--- config.mk ---
export PLATFORM = sky130hd
export DESIGN_NAME = mem_fifo_ctrl
export DESIGN_NICKNAME = d
export VERILOG_FILES = /design/src/rtl/fifo_pkg.sv /design/src/rtl/fifo_ptr.sv /design/src/rtl/mem_fifo_ctrl.sv
export SDC_FILE = /design/constraint.sdc
export NUM_CORES = 1
export LEC_CHECK = 0
export CAP_MARGIN = 20
export CORE_ASPECT_RATIO = 0.8
export CORE_MARGIN = 2
export CORE_UTILIZATION = 56
export CTS_CLUSTER_DIAMETER = 60
export CTS_CLUSTER_SIZE = 40
export DETAILED_ROUTE_END_ITERATION = 7
export GPL_ROUTABILITY_DRIVEN = 0
export PLACE_DENSITY = 0.75
export SYNTH_ARGS = -nofsm -noshare
export SYNTH_HDL_FRONTEND = slang
export SYNTH_SLANG_ARGS = --single-unit
--- constraint.sdc ---
create_clock -name clk -period 20 [get_ports clk]
set_clock_uncertainty 0.15 [all_clocks]
set_input_delay 4 -clock clk [delete_from_list [all_inputs] [get_ports clk]]
set_output_delay 4 -clock clk [all_outputs]
set_load 0.1 [all_outputs]
--- src/rtl/fifo_pkg.sv ---
// Shared helpers for the memory FIFO: parameter legality checks used at elaboration.
package fifo_pkg;

   function automatic int clog2(input int value);
      int result;
      result = 0;
      while ((1 << result) < value) begin
         result = result + 1;
      end
      return result;
   endfunction

   function automatic bit params_ok(input int depth, input int addr_width,
                                    input int aempty_thresh, input int afull_thresh);
      return (depth >= 2) && (depth == (1 << addr_width)) && (clog2(depth) == addr_width)
          && (aempty_thresh >= 0) && (aempty_thresh < afull_thresh)
          && (afull_thresh <= depth);
   endfunction

endpackage

--- src/rtl/fifo_ptr.sv ---
// Wrapping FIFO pointer; one extra MSB distinguishes full from empty.
module fifo_ptr #(
   parameter int ADDR_WIDTH = 3
) (
   input  logic                clk,
   input  logic                reset,
   input  logic                inc,
   output logic [ADDR_WIDTH:0] ptr
);

   always_ff @(posedge clk or posedge reset) begin
      if (reset) begin
         ptr <= '0;
      end else if (inc) begin
         ptr <= ptr + (ADDR_WIDTH + 1)'(1);
      end
   end

endmodule

--- src/rtl/mem_fifo_ctrl.sv ---
// Synchronous first-word-fall-through FIFO: storage, pointer pair, status decode and
// sticky error flags.
module mem_fifo_ctrl
   import fifo_pkg::*;
#(
   parameter int DATA_WIDTH    = 64,
   parameter int DEPTH         = 8,
   parameter int ADDR_WIDTH    = 3,
   parameter int AFULL_THRESH  = DEPTH - 2,
   parameter int AEMPTY_THRESH = 2
) (
   input  logic                  clk,
   input  logic                  reset,
   input  logic                  wr,
   input  logic                  rd,
   input  logic [DATA_WIDTH-1:0] datain,
   output logic [DATA_WIDTH-1:0] dataout,
   output logic                  empty,
   output logic                  full,
   output logic                  almost_empty,
   output logic                  almost_full,
   output logic [ADDR_WIDTH:0]   count,
   output logic                  overflow,
   output logic                  underflow,
   input  logic                  err_clr
);

   if (!params_ok(DEPTH, ADDR_WIDTH, AEMPTY_THRESH, AFULL_THRESH)) begin : g_bad_params
      $error("mem_fifo_ctrl: illegal DEPTH/ADDR_WIDTH/threshold combination");
   end

   localparam logic [ADDR_WIDTH:0] AF_LVL = AFULL_THRESH[ADDR_WIDTH:0];
   localparam logic [ADDR_WIDTH:0] AE_LVL = AEMPTY_THRESH[ADDR_WIDTH:0];

   logic [DATA_WIDTH-1:0] mem [0:DEPTH-1];
   logic [ADDR_WIDTH:0]   wrptr;
   logic [ADDR_WIDTH:0]   rdptr;
   logic                  rd_ok;
   logic                  wr_ok;

   fifo_ptr #(.ADDR_WIDTH(ADDR_WIDTH)) u_wrptr (
      .clk   (clk),
      .reset (reset),
      .inc   (wr_ok),
      .ptr   (wrptr)
   );

   fifo_ptr #(.ADDR_WIDTH(ADDR_WIDTH)) u_rdptr (
      .clk   (clk),
      .reset (reset),
      .inc   (rd_ok),
      .ptr   (rdptr)
   );

   always_comb begin
      empty        = (wrptr == rdptr);
      full         = (wrptr[ADDR_WIDTH] != rdptr[ADDR_WIDTH])
                  && (wrptr[ADDR_WIDTH-1:0] == rdptr[ADDR_WIDTH-1:0]);
      count        = wrptr - rdptr;
      almost_full  = (count >= AF_LVL);
      almost_empty = (count <= AE_LVL);
      rd_ok        = rd && !empty;
      // A write into a full FIFO is fine when the head slot is freed on the same edge.
      wr_ok        = wr && (!full || rd_ok);
   end

   // Storage is deliberately unreset so it can map onto RAM.
   always_ff @(posedge clk) begin
      if (wr_ok) begin
         mem[wrptr[ADDR_WIDTH-1:0]] <= datain;
      end
   end

   assign dataout = mem[rdptr[ADDR_WIDTH-1:0]];

   always_ff @(posedge clk or posedge reset) begin
      if (reset) begin
         overflow  <= 1'b0;
         underflow <= 1'b0;
      end else begin
         overflow  <= (wr && !wr_ok) || (overflow && !err_clr);
         underflow <= (rd && !rd_ok) || (underflow && !err_clr);
      end
   end

endmodule

# Word-level counts from Yosys, hierarchy flattened

Memories as Yosys holds them, arrays and structs flattened.
Index checks and enable logic that the tools add are counted.

Output and inout bits: 74
Bits in writable memories: 512
Word-level logic and storage cells: 30
Bits of input ports: 69
Memories kept: 1
Bits in registers: 10

Memory list:

| memory | words | bits a word | read ports | clocked after memory_dff | wr ports | line                | text |
|---|---|---|---|---|---|---|---|
| mem    | 8     | 64          | 1          | 0                        | 1        | mem_fifo_ctrl.sv:35 | `logic [DATA_WIDTH-1:0] mem [0:DEPTH-1];` |

Eq/ne operators: 3
Multiplexer cells: 2
Reduce and logical (&&, ||, !) cells: 15
$add $sub $neg: 3
$lt $le $gt $ge: 2

Operators by type and width:

| kind                                                                                 | count |
|---|---|
| 4-bit by 1-bit adder with 4-bit output (second input constant)                       | 2 |
| 1-bit logical AND                                                                    | 7 |
| 1-bit zero test                                                                      | 5 |
| 4-bit == test                                                                        | 1 |
| 4-bit by 3-bit greater-or-equal comparator with 1-bit output (second input constant) | 1 |
| 4-bit by 2-bit less-or-equal comparator with 1-bit output (second input constant)    | 1 |
| 4-bit subtractor                                                                     | 1 |
| 3-bit == test                                                                        | 1 |
| 1-bit logical OR                                                                     | 3 |
| 1-bit 2-to-1 mux                                                                     | 2 |
| 1-bit != test                                                                        | 1 |

# Depth between registers and ports, before layout

Gate-level depths: netlist of the first run.

Depth in word-level cells: 8
Gate-level depth with buffers: 9
Depth with buffers taken out: 6

# By module

From an unflattened synthesis of the first run, not the netlist that was laid out.

Cell total of the unflattened synthesis: 946
Area, all modules: 19905.3 um^2

By module, submodules not included:

| module        | cells each | area each (um^2) | seq. area each (um^2) | instances |
|---|---|---|---|---|
| mem_fifo_ctrl | 922        | 19577.5          | 15424.8               | 1 |
| fifo_ptr      | 12         | 163.9            | 100.1                 | 2 |

# Worst setup path before layout of the first run

No wires, ideal clock.

Kind: in2reg
From: input rd
To: memory mem[4][0], enable pin
Data required time: 19286 ps
Slack: 10423 ps
Buffers on the path: 1
Setup time: 564 ps
Data arrival time: 8863 ps
Stages on the path: 3
Cells stage by stage: clkbuf_1 o311ai_0 nor3_1

Cells in the longest elaborated chain, start to end: 5

RTL lines:

| what                                   | line                | text |
|---|---|---|
| start, declared                        | mem_fifo_ctrl.sv:15 | `input logic rd,` |
| 1-bit logical AND                      | mem_fifo_ctrl.sv:62 | `rd_ok = rd && !empty;` |
| 1-bit logical OR                       | mem_fifo_ctrl.sv:64 | `wr_ok = wr && (!full \|\| rd_ok);` |
| 1-bit logical AND                      | mem_fifo_ctrl.sv:64 |  |
| 1-bit 2-to-1 mux                       | mem_fifo_ctrl.sv:69 | `if (wr_ok) begin` |
| 1-bit 2-to-1 mux (not written as such) | mem_fifo_ctrl.sv:70 | `mem[wrptr[ADDR_WIDTH-1:0]] <= datain;` |
| end, declared                          | mem_fifo_ctrl.sv:35 |  |

Every way passes these cells.

# Worst setup path in the final report of the first run

From: register u_rdptr.ptr[0]
To: output dataout[52]

Cells in the longest elaborated chain, start to end: 1

RTL lines:

| what                   | line                | text |
|---|---|---|
| start, declared        | fifo_ptr.sv:8       | `output logic [ADDR_WIDTH:0] ptr` |
| start signal, assigned | fifo_ptr.sv:15      | `ptr <= ptr + (ADDR_WIDTH + 1)'(1);` |
| memory read 8 x 64 bit | --                  |  |
| end, declared          | mem_fifo_ctrl.sv:17 | `output logic [DATA_WIDTH-1:0] dataout,` |

Every way passes these cells.

==> flow_summary.json, run 1 <==
{
  "synth_seq_area_share_pct": 78.44,
  "clockRootBuffer": "clkbuf_16",
  "avgSynthCellArea_um2": 20.95,
  "fin_crit_sh_pct": 43.85,
  "area_growth_pct": 15.42,
  "dieArea_um2": 37110,
  "cts_buffers": 29,
  "synth_area_um2": 19920,
  "dp_hpwl_mm": 19.54,
  "wl_per_cell_um": 23.75,
  "grt_pass1_wl_mm": 58.10,
  "worstMarginPinSlew_ps": 1123,
  "maxCapViolCount": 0,
  "path_cells": "buf_4, buf_4, mux4_2, nand2_1, nand2_1, clkdlybuf4s50_1",
  "worst_ep_required_time_ps": 15850,
  "n_fill_cell": 2294,
  "rsz0062_at_grt": "no",
  "cp-end-kind": "output pin",
  "h-tree-depth": 1,
  "num_rows": 61,
  "nNetsFinal": 1170,
  "hold_buffers": 0,
  "slowest_stage": "clkdlybuf4s50_1",
  "cp.buffers_inverters": 3,
  "setup_viol": 0,
  "drc": 0,
  "crit_cells": 6,
  "relSlewSlack_pct": 25.15,
  "dr.pass1.iters": 5,
  "maxSlewViolCount": 0,
  "antenna_found_initial": 2,
  "vias": 9206,
  "cts_tree": "done",
  "start_util_pct": 57.11,
  "dieHeight_um": 172.7,
  "synth_nets": 1026,
  "crit_path_start_kind": "register",
  "viasPerCell": 5.786,
  "yosysWarnings": 0,
  "whs_path_depth": 1,
  "insertion_delay_ps": 580,
  "postRouteAntennaNets": 0,
  "post-cts-setup-buffers": 0,
  "final_common_cell": "edfxtp_1",
  "ys_types": 29,
  "fmax_ghz": 0.1140,
  "finalSetupTns_ps": 0,
  "layout_common_cells": "512 x edfxtp_1, 196 x nand2_1, 142 x clkdlybuf4s50_1",
  "fin_crit_ps": 8771,
  "timing.hold.worst.class": "reg2reg",
  "critPathMaxFanout": 40,
  "core_area_um2": 34880,
  "grt_overflow_total": 0,
  "grt_util_all_layers_pct": 20.68,
  "drt_iter0_markers": 735,
  "crit_type": "reg2out",
  "status": "complete, no violations",
  "hold_violations": 0,
  "fp.dieW_um": 214.9,
  "reg2reg_depth": 7,
  "drive_above_1_share_pct": 19.14,
  "yosys_register_bits": 522,
  "io_pins": 143,
  "grt_pass1_vias": 9497,
  "cts-resized-gates": 0,
  "synthCells": 951,
  "clk_pin_slew_ps": 100,
  "critical_path.top_delay_family": "buffers and inverters",
  "cts_sinks": 522,
  "cts_max_path_buffers": 3,
  "drt-total-wl_mm": 37.79,
  "grt_max_degree": 69,
  "worstPathArrival_ps": 4620,
  "critPathMaxStageDelay_ps": 1000,
  "portBuffers": 142
}
[flip-flops by register name (all words and copies together), names as in the netlist]
register	count
mem	512
underflow	1
u_rdptr.ptr	4
overflow	1
u_wrptr.ptr	4
[per-stage QoR]
stage | hold WS, ps | area, um^2 | util (%) | instances | setup slack (ps)
2_1_floorplan | 347.6 | 19920 | - | 951 | 10420
3_3_place_gp | 340.4 | 21840 | 62.61 | 1534 | 11740
3_5_place_dp | 349.2 | 21840 | 62.61 | 1534 | 11730
4_1_cts | 371.4 | 22950 | 65.80 | 1588 | 11070
5_1_grt | 386.2 | 22990 | 65.91 | 1590 | 10870
6_report | 366.4 | 22990 | 65.92 | 1591 | 11230
[cell type report]
cell class / instances / area (um^2) / share of cell area [%]
Timing Repair Buffer: 160 / 1580 / 6.873
Antenna cell: 1 / 2.502 / 0.01088
Clock buffer: 29 / 725.7 / 3.156
Inverter: 10 / 38.79 / 0.1687
Sequential cell: 522 / 15630 / 68.00
Tap cell: 472 / 590.6 / 2.569
Clock inverter: 25 / 385.4 / 1.676
Multi-Input combinational cell: 372 / 4035 / 17.55
[kinds of logic after synthesis]
kind of cell,after synthesis,share of synthesized area (%)
AO/OA/AOI/OAI,15,0.5213
XOR/XNOR,9,0.3957
adder cells (fa/ha/maj),6,0.4146
buffers and inverters,57,1.545
flip-flops,522,78.44
multiplexers,130,14.58
AND/OR/NAND/NOR,212,4.102
[synth_stat cells]
cell / instances / area [um^2]
nand3b_1: 1 / 7.510
nor3_1: 3 / 15.01
edfxtp_1: 512 / 15370
o31ai_1: 2 / 15.01
buf_2: 12 / 60.06
o211ai_1: 1 / 7.510
nor2_1: 8 / 30.03
nand2_1: 196 / 735.7
mux2_2: 2 / 22.52
o311ai_1: 1 / 8.760
xor2_1: 1 / 8.760
o311ai_0: 2 / 17.52
fa_1: 1 / 20.02
dfrtp_1: 10 / 250.2
a21oi_1: 3 / 15.01
buf_6: 10 / 112.6
mux4_2: 128 / 2883
nand3_1: 1 / 5.000
inv_1: 10 / 37.54
buf_4: 1 / 7.510
a22o_1: 2 / 17.52
o21a_1: 1 / 7.510
and4_1: 2 / 17.52
xnor2_1: 8 / 70.07
buf_1: 2 / 7.510
ha_1: 5 / 62.56
clkbuf_1: 22 / 82.58
o21ai_0: 3 / 15.01
and3_1: 1 / 6.260
[per-layer routing]
metal  vias up  share of wire [%]  GRT usage, %
met2       255                 50         34.21
met1      4828                 43         30.41
met5         -              0.056             0
met4         4                1.3         3.096
li1       4083                  -             -
met3        36                5.7         3.237
[worst paths after layout]
check	startpoint	to	slack [ps]
max	u_rdptr.ptr[0]$_DFFE_PP0P_	dataout[52]	11230
min	overflow$_DFF_PP0_	overflow$_DFF_PP0_	370
max reg2reg	u_rdptr.ptr[1]$_DFFE_PP0P_	mem[3][39]$_DFFE_PP_	16010
min reg2reg	overflow$_DFF_PP0_	overflow$_DFF_PP0_	370
max in group asynchronous	reset	u_rdptr.ptr[0]$_DFFE_PP0P_	15850
min in group asynchronous	reset	underflow$_DFF_PP0_	3530
Power of run 1 is left out: the tool's default activity adds up to more than one toggle a clock period on the data nets, which glitch-free logic cannot reach.
==> run 2: changes to the inputs <==
==> constraint.sdc (replaced) <==
create_clock -name clk -period 8.31 [get_ports clk]
set_clock_uncertainty 0.15 [all_clocks]
set_input_delay 1.662 -clock clk [delete_from_list [all_inputs] [get_ports clk]]
set_output_delay 1.662 -clock clk [all_outputs]
set_load 0.1 [all_outputs]
==> run 2 against run 1 <==
Sequential share of layout area up 0.29 points. First-iteration DRC count up 5.7%. Setup slack worse by 8800 ps. Utilization down 0.28 points. Via count up 1.6%. Worst hold slack better by 7.5 ps. Cell area down 0.42%. Clock-buffer cell count up 2. Critical path depth down 1. Non-clock buffer count down 2. Register-to-register slack worse by 12000 ps. Wire length up 1.8%. Critical endpoint is now dataout[33]. Highest routed layer unchanged.
==> flow_summary.json, run 2 (same netlist as run 1, synthesis figures left out) <==
{
  "finalSetupTns_ps": 0,
  "maxCapViolCount": 0,
  "critPathMaxFanout": 98,
  "worstPathArrival_ps": 4070,
  "worst_ep_required_time_ps": 6500,
  "busiest_layer": "met2",
  "h-tree-depth": 1,
  "fin_crit_sh_pct": 70.79,
  "io_pins": 143,
  "cts_max_path_buffers": 3,
  "num_rows": 61,
  "hold_violations": 0,
  "setup_viol": 0,
  "whs_ps": 373.8,
  "post-cts-setup-buffers": 0,
  "cts-resized-gates": 0,
  "dieArea_um2": 37110,
  "fp.dieW_um": 214.9,
  "nNetsFinal": 1167,
  "rsz0062_at_grt": "no",
  "dr.pass1.iters": 5,
  "fin_crit_ps": 5883,
  "dieHeight_um": 172.7,
  "maxSlewViolCount": 0,
  "preCtsSetupSlack_ps": 3003,
  "finalWorstSetupSlack_ps": 2427,
  "grt_overflow_total": 0,
  "crit_path_start_kind": "register",
  "largest_reg_flops": 512,
  "cts_buffers": 28,
  "timing.hold.worst.class": "reg2reg",
  "worstMarginPinSlew_ps": 1134,
  "final_common_cell": "edfxtp_1",
  "viasPerCell": 5.899,
  "portBuffers": 142,
  "cp-end-kind": "output pin",
  "met1_usage_pct": 30.53,
  "layout_common_cells": "512 x edfxtp_1, 196 x nand2_1, 142 x clkdlybuf4s50_1",
  "insertion_delay_ps": 590,
  "wl_per_cell_um": 24.27,
  "drt-total-wl_mm": 38.49,
  "grt_util_all_layers_pct": 20.95,
  "fmax_ghz": 0.1700,
  "clk_pin_slew_ps": 100,
  "status": "complete, no violations",
  "drt_iter0_markers": 777,
  "use_met3_pct": 3.201,
  "cts_sinks": 522,
  "antenna_found_initial": 1,
  "grt_pass1_wl_mm": 58.82,
  "area_growth_pct": 14.93,
  "cts_tree": "done",
  "start_util_pct": 57.11,
  "vias": 9356,
  "clockRootBuffer": "clkbuf_16",
  "num_antenna_cells": 0,
  "use_met2_pct": 34.83,
  "grt_pass1_vias": 9657,
  "postRouteAntennaNets": 0,
  "grt_max_degree": 99,
  "crit_type": "reg2out",
  "drc": 0,
  "core_area_um2": 34880,
  "n_fill_cell": 2310,
  "dp_hpwl_mm": 19.76,
  "fin_util_pct": 65.64,
  "drive_above_1_share_pct": 18.67,
  "hold_buffers": 0,
  "relSlewSlack_pct": 24.42
}
[run 2: changes by cell type in the layout (fill, tap and decap cells not counted)]
| cell | delta |
|---|---|
| clkinv_8 | +3 |
| inv_6 | -3 |
| clkbuf_1 | +2 |
| inv_12 | -2 |
| buf_12 | +1 |
| buf_16 | -1 |
| buf_4 | -1 |
| buf_6 | -1 |
| bufinv_16 | -1 |
| clkinv_16 | -1 |
| clkinv_2 | +1 |
| diode_2 | -1 |
| inv_8 | -1 |
[run 2: worst max-delay path, stage by stage (launching register included)]
cell and delay (ps):
dfrtp_4 910, buf_12 650, mux4_2 600, nand2_1 90, nand2_1 100, clkdlybuf4s50_1 970
[run 2: worst paths after layout]
kind                                                 start                    endpoint  slack (ps)  cells after the start
max in group asynchronous                            reset  u_rdptr.ptr[1]$_DFFE_PP0P_        6520                      2
worst max register to register  u_rdptr.ptr[2]$_DFFE_PP0P_        mem[1][42]$_DFFE_PP_        4350                      7
worst max-delay path            u_rdptr.ptr[0]$_DFFE_PP0P_                 dataout[33]        2430                      5
min in group asynchronous                            reset  u_rdptr.ptr[3]$_DFFE_PP0P_        1190                      2
worst min-delay path                    overflow$_DFF_PP0_          overflow$_DFF_PP0_         370                      1
worst min register to register          overflow$_DFF_PP0_          overflow$_DFF_PP0_         370                      1
[run 2: per-stage QoR]
stage	instance area [um^2]	instances
floorplan	19920	951
CTS	22890	1586
finish	22890	1586
global route	22890	1586
detailed placement	21850	1534
global placement	21850	1534
[run 2: final cells by class]
class	instances	area (um^2)	share of cell area, %
inverter	10	38.79	0.1694
timing repair buffer	158	1554	6.788
multi-input combinational	372	4035	17.62
clock buffer	31	733.2	3.203
sequential	522	15630	68.29
tap	472	590.6	2.580
clock inverter	21	309.0	1.350
[run 2: metal layers]
layer | vias up | part of all wire, %
li1 | 4068 | -
met1 | 4975 | 42
met2 | 275 | 50
met3 | 36 | 6.4
met4 | 2 | 1.4
met5 | - | 0.034
Power of run 2 is left out for the same reason.
==> run 3: changes to the inputs <==
--- a/config.mk
+++ b/config.mk
@@ -8,12 +8,12 @@
 export CAP_MARGIN = 20
 export CORE_ASPECT_RATIO = 0.8
 export CORE_MARGIN = 2
-export CORE_UTILIZATION = 56
+export CORE_UTILIZATION = 53
 export CTS_CLUSTER_DIAMETER = 60
 export CTS_CLUSTER_SIZE = 40
 export DETAILED_ROUTE_END_ITERATION = 7
 export GPL_ROUTABILITY_DRIVEN = 0
-export PLACE_DENSITY = 0.75
+export PLACE_DENSITY = 0.74
 export SYNTH_ARGS = -nofsm -noshare
 export SYNTH_HDL_FRONTEND = slang
 export SYNTH_SLANG_ARGS = --single-unit
==> constraint.sdc (replaced) <==
create_clock -name clk -period 5.32 [get_ports clk]
set_clock_uncertainty 0.15 [all_clocks]
set_input_delay 1.064 -clock clk [delete_from_list [all_inputs] [get_ports clk]]
set_output_delay 1.064 -clock clk [all_outputs]
set_load 0.1 [all_outputs]
==> run 3 against run 2 <==
Wire length down 2.0%. Setup slack worse by 1900 ps. Register-to-register slack got worse by 2600 ps.
==> flow_summary.json, run 3 (same netlist as run 1, synthesis figures left out) <==
{
  "crit_type": "reg2out",
  "critPathMaxFanout": 55,
  "rsz0062_at_grt": "no",
  "drive_above_1_share_pct": 23.07,
  "portBuffers": 142,
  "largest_reg_flops": 512,
  "relSlewSlack_pct": 34.62,
  "clockRootBuffer": "clkbuf_16",
  "area_growth_pct": 15.84,
  "viasPerCell": 5.733,
  "preCtsSetupSlack_ps": 1208,
  "nNetsFinal": 1177,
  "postRouteAntennaNets": 0,
  "crit_path_start_kind": "register",
  "io_pins": 143,
  "vias": 9264,
  "cts_tree": "done",
  "register_area_um2": 15630,
  "hold_buffers": 0,
  "finalWorstSetupSlack_ps": 558.4,
  "cts_sinks": 522,
  "grt_util_all_layers_pct": 19.78,
  "drt_iter0_markers": 770,
  "dieHeight_um": 177.4,
  "cts_buffers": 31,
  "core_area_um2": 37050,
  "cts_max_path_buffers": 3,
  "timing.hold.worst.class": "reg2reg",
  "dr.pass1.iters": 5,
  "dieArea_um2": 39160,
  "worstPathArrival_ps": 3550,
  "antenna_found_initial": 3,
  "grt_pass1_wl_mm": 57.57,
  "start_util_pct": 53.77,
  "hold_violations": 0,
  "worst_ep_required_time_ps": 4110,
  "h-tree-depth": 1,
  "fin_crit_ps": 4762,
  "worstMarginPinSlew_ps": 977.6,
  "drc": 0,
  "n_fill_cell": 2545,
  "dp_hpwl_mm": 20.07,
  "maxCapViolCount": 0,
  "wl_per_cell_um": 23.34,
  "status": "complete, no violations",
  "num_rows": 63,
  "post-cts-setup-buffers": 0,
  "maxSlewViolCount": 0,
  "cts-resized-gates": 0,
  "grt_max_degree": 67,
  "finalSetupTns_ps": 0,
  "drt-total-wl_mm": 37.73,
  "insertion_delay_ps": 610,
  "grt_overflow_total": 0,
  "layout_common_cells": "512 x edfxtp_1, 196 x nand2_1, 128 x mux4_2",
  "setup_viol": 0,
  "fp.dieW_um": 220.8,
  "grt_pass1_vias": 9548,
  "clk_pin_slew_ps": 90,
  "dpl-instance-area_um2": 21960,
  "fin_crit_sh_pct": 89.50,
  "final_cell_area_um2": 23080,
  "fmax_ghz": 0.2100,
  "multi_input_area_um2": 4048,
  "cp-end-kind": "output pin",
  "final_common_cell": "edfxtp_1"
}
[run 3: cell types whose count changed in the layout (fill, tap and decap cells not counted), moves of 3 or more]
cell	change
inv_6	+3
buf_4	+37
clkdlybuf4s50_1	-40
clkinv_4	+3
clkinvlp_4	+3
clkinv_8	-8
buf_12	+10
inv_12	+4
[run 3: final cells by class]
type                            instances  share of cell area, %
Antenna cell                            2                0.02169
Clock buffer                           33                  3.394
Clock inverter                         25                  1.415
Inverter                               10                 0.1681
Multi-Input combinational cell        372                  17.54
Sequential cell                       522                  67.75
Tap cell                              487                  2.641
Timing Repair Buffer                  165                  7.070
[run 3: metrics by stage]
step | utilization, % | hold WS (ps) | instances
floorplan | - | 347.6 | 951
global placement | 59.28 | 341.8 | 1556
detailed placement | 59.28 | 351.3 | 1556
CTS | 62.27 | 378.3 | 1614
global route | 62.27 | 388.6 | 1614
finish | 62.29 | 377.6 | 1616
[run 3: critical path, cell delays in order, from the launching register on]
cell             delay (ps)
dfrtp_4                 960
buf_12                  290
mux4_2                  210
nand2_1                  50
nand2_1                 170
clkdlybuf4s50_1        1160
[run 3: path summary, 6_finish.rpt]
path,end,slack [ps],cells past startpoint,start
min in group asynchronous,underflow$_DFF_PP0_,590,2,reset
min,underflow$_DFF_PP0_,380,1,underflow$_DFF_PP0_
max reg2reg,mem[7][35]$_DFFE_PP_,1720,6,u_rdptr.ptr[1]$_DFFE_PP0P_
min reg2reg,underflow$_DFF_PP0_,380,1,underflow$_DFF_PP0_
max in group asynchronous,u_rdptr.ptr[1]$_DFFE_PP0P_,4110,2,reset
max,dataout[13],560,5,u_rdptr.ptr[1]$_DFFE_PP0P_
[run 3: layer usage]
| metal | share of wire [%] | up-vias | track usage (%) |
|---|---|---|---|
| met5 | 0.061 | - | 0 |
| met4 | 1.5 | 4 | 3.222 |
| met3 | 6.1 | 53 | 3.890 |
| met2 | 49 | 253 | 31.82 |
| met1 | 43 | 4849 | 29.06 |
| li1 | - | 4105 | - |
Power of run 3 is left out for the same reason.
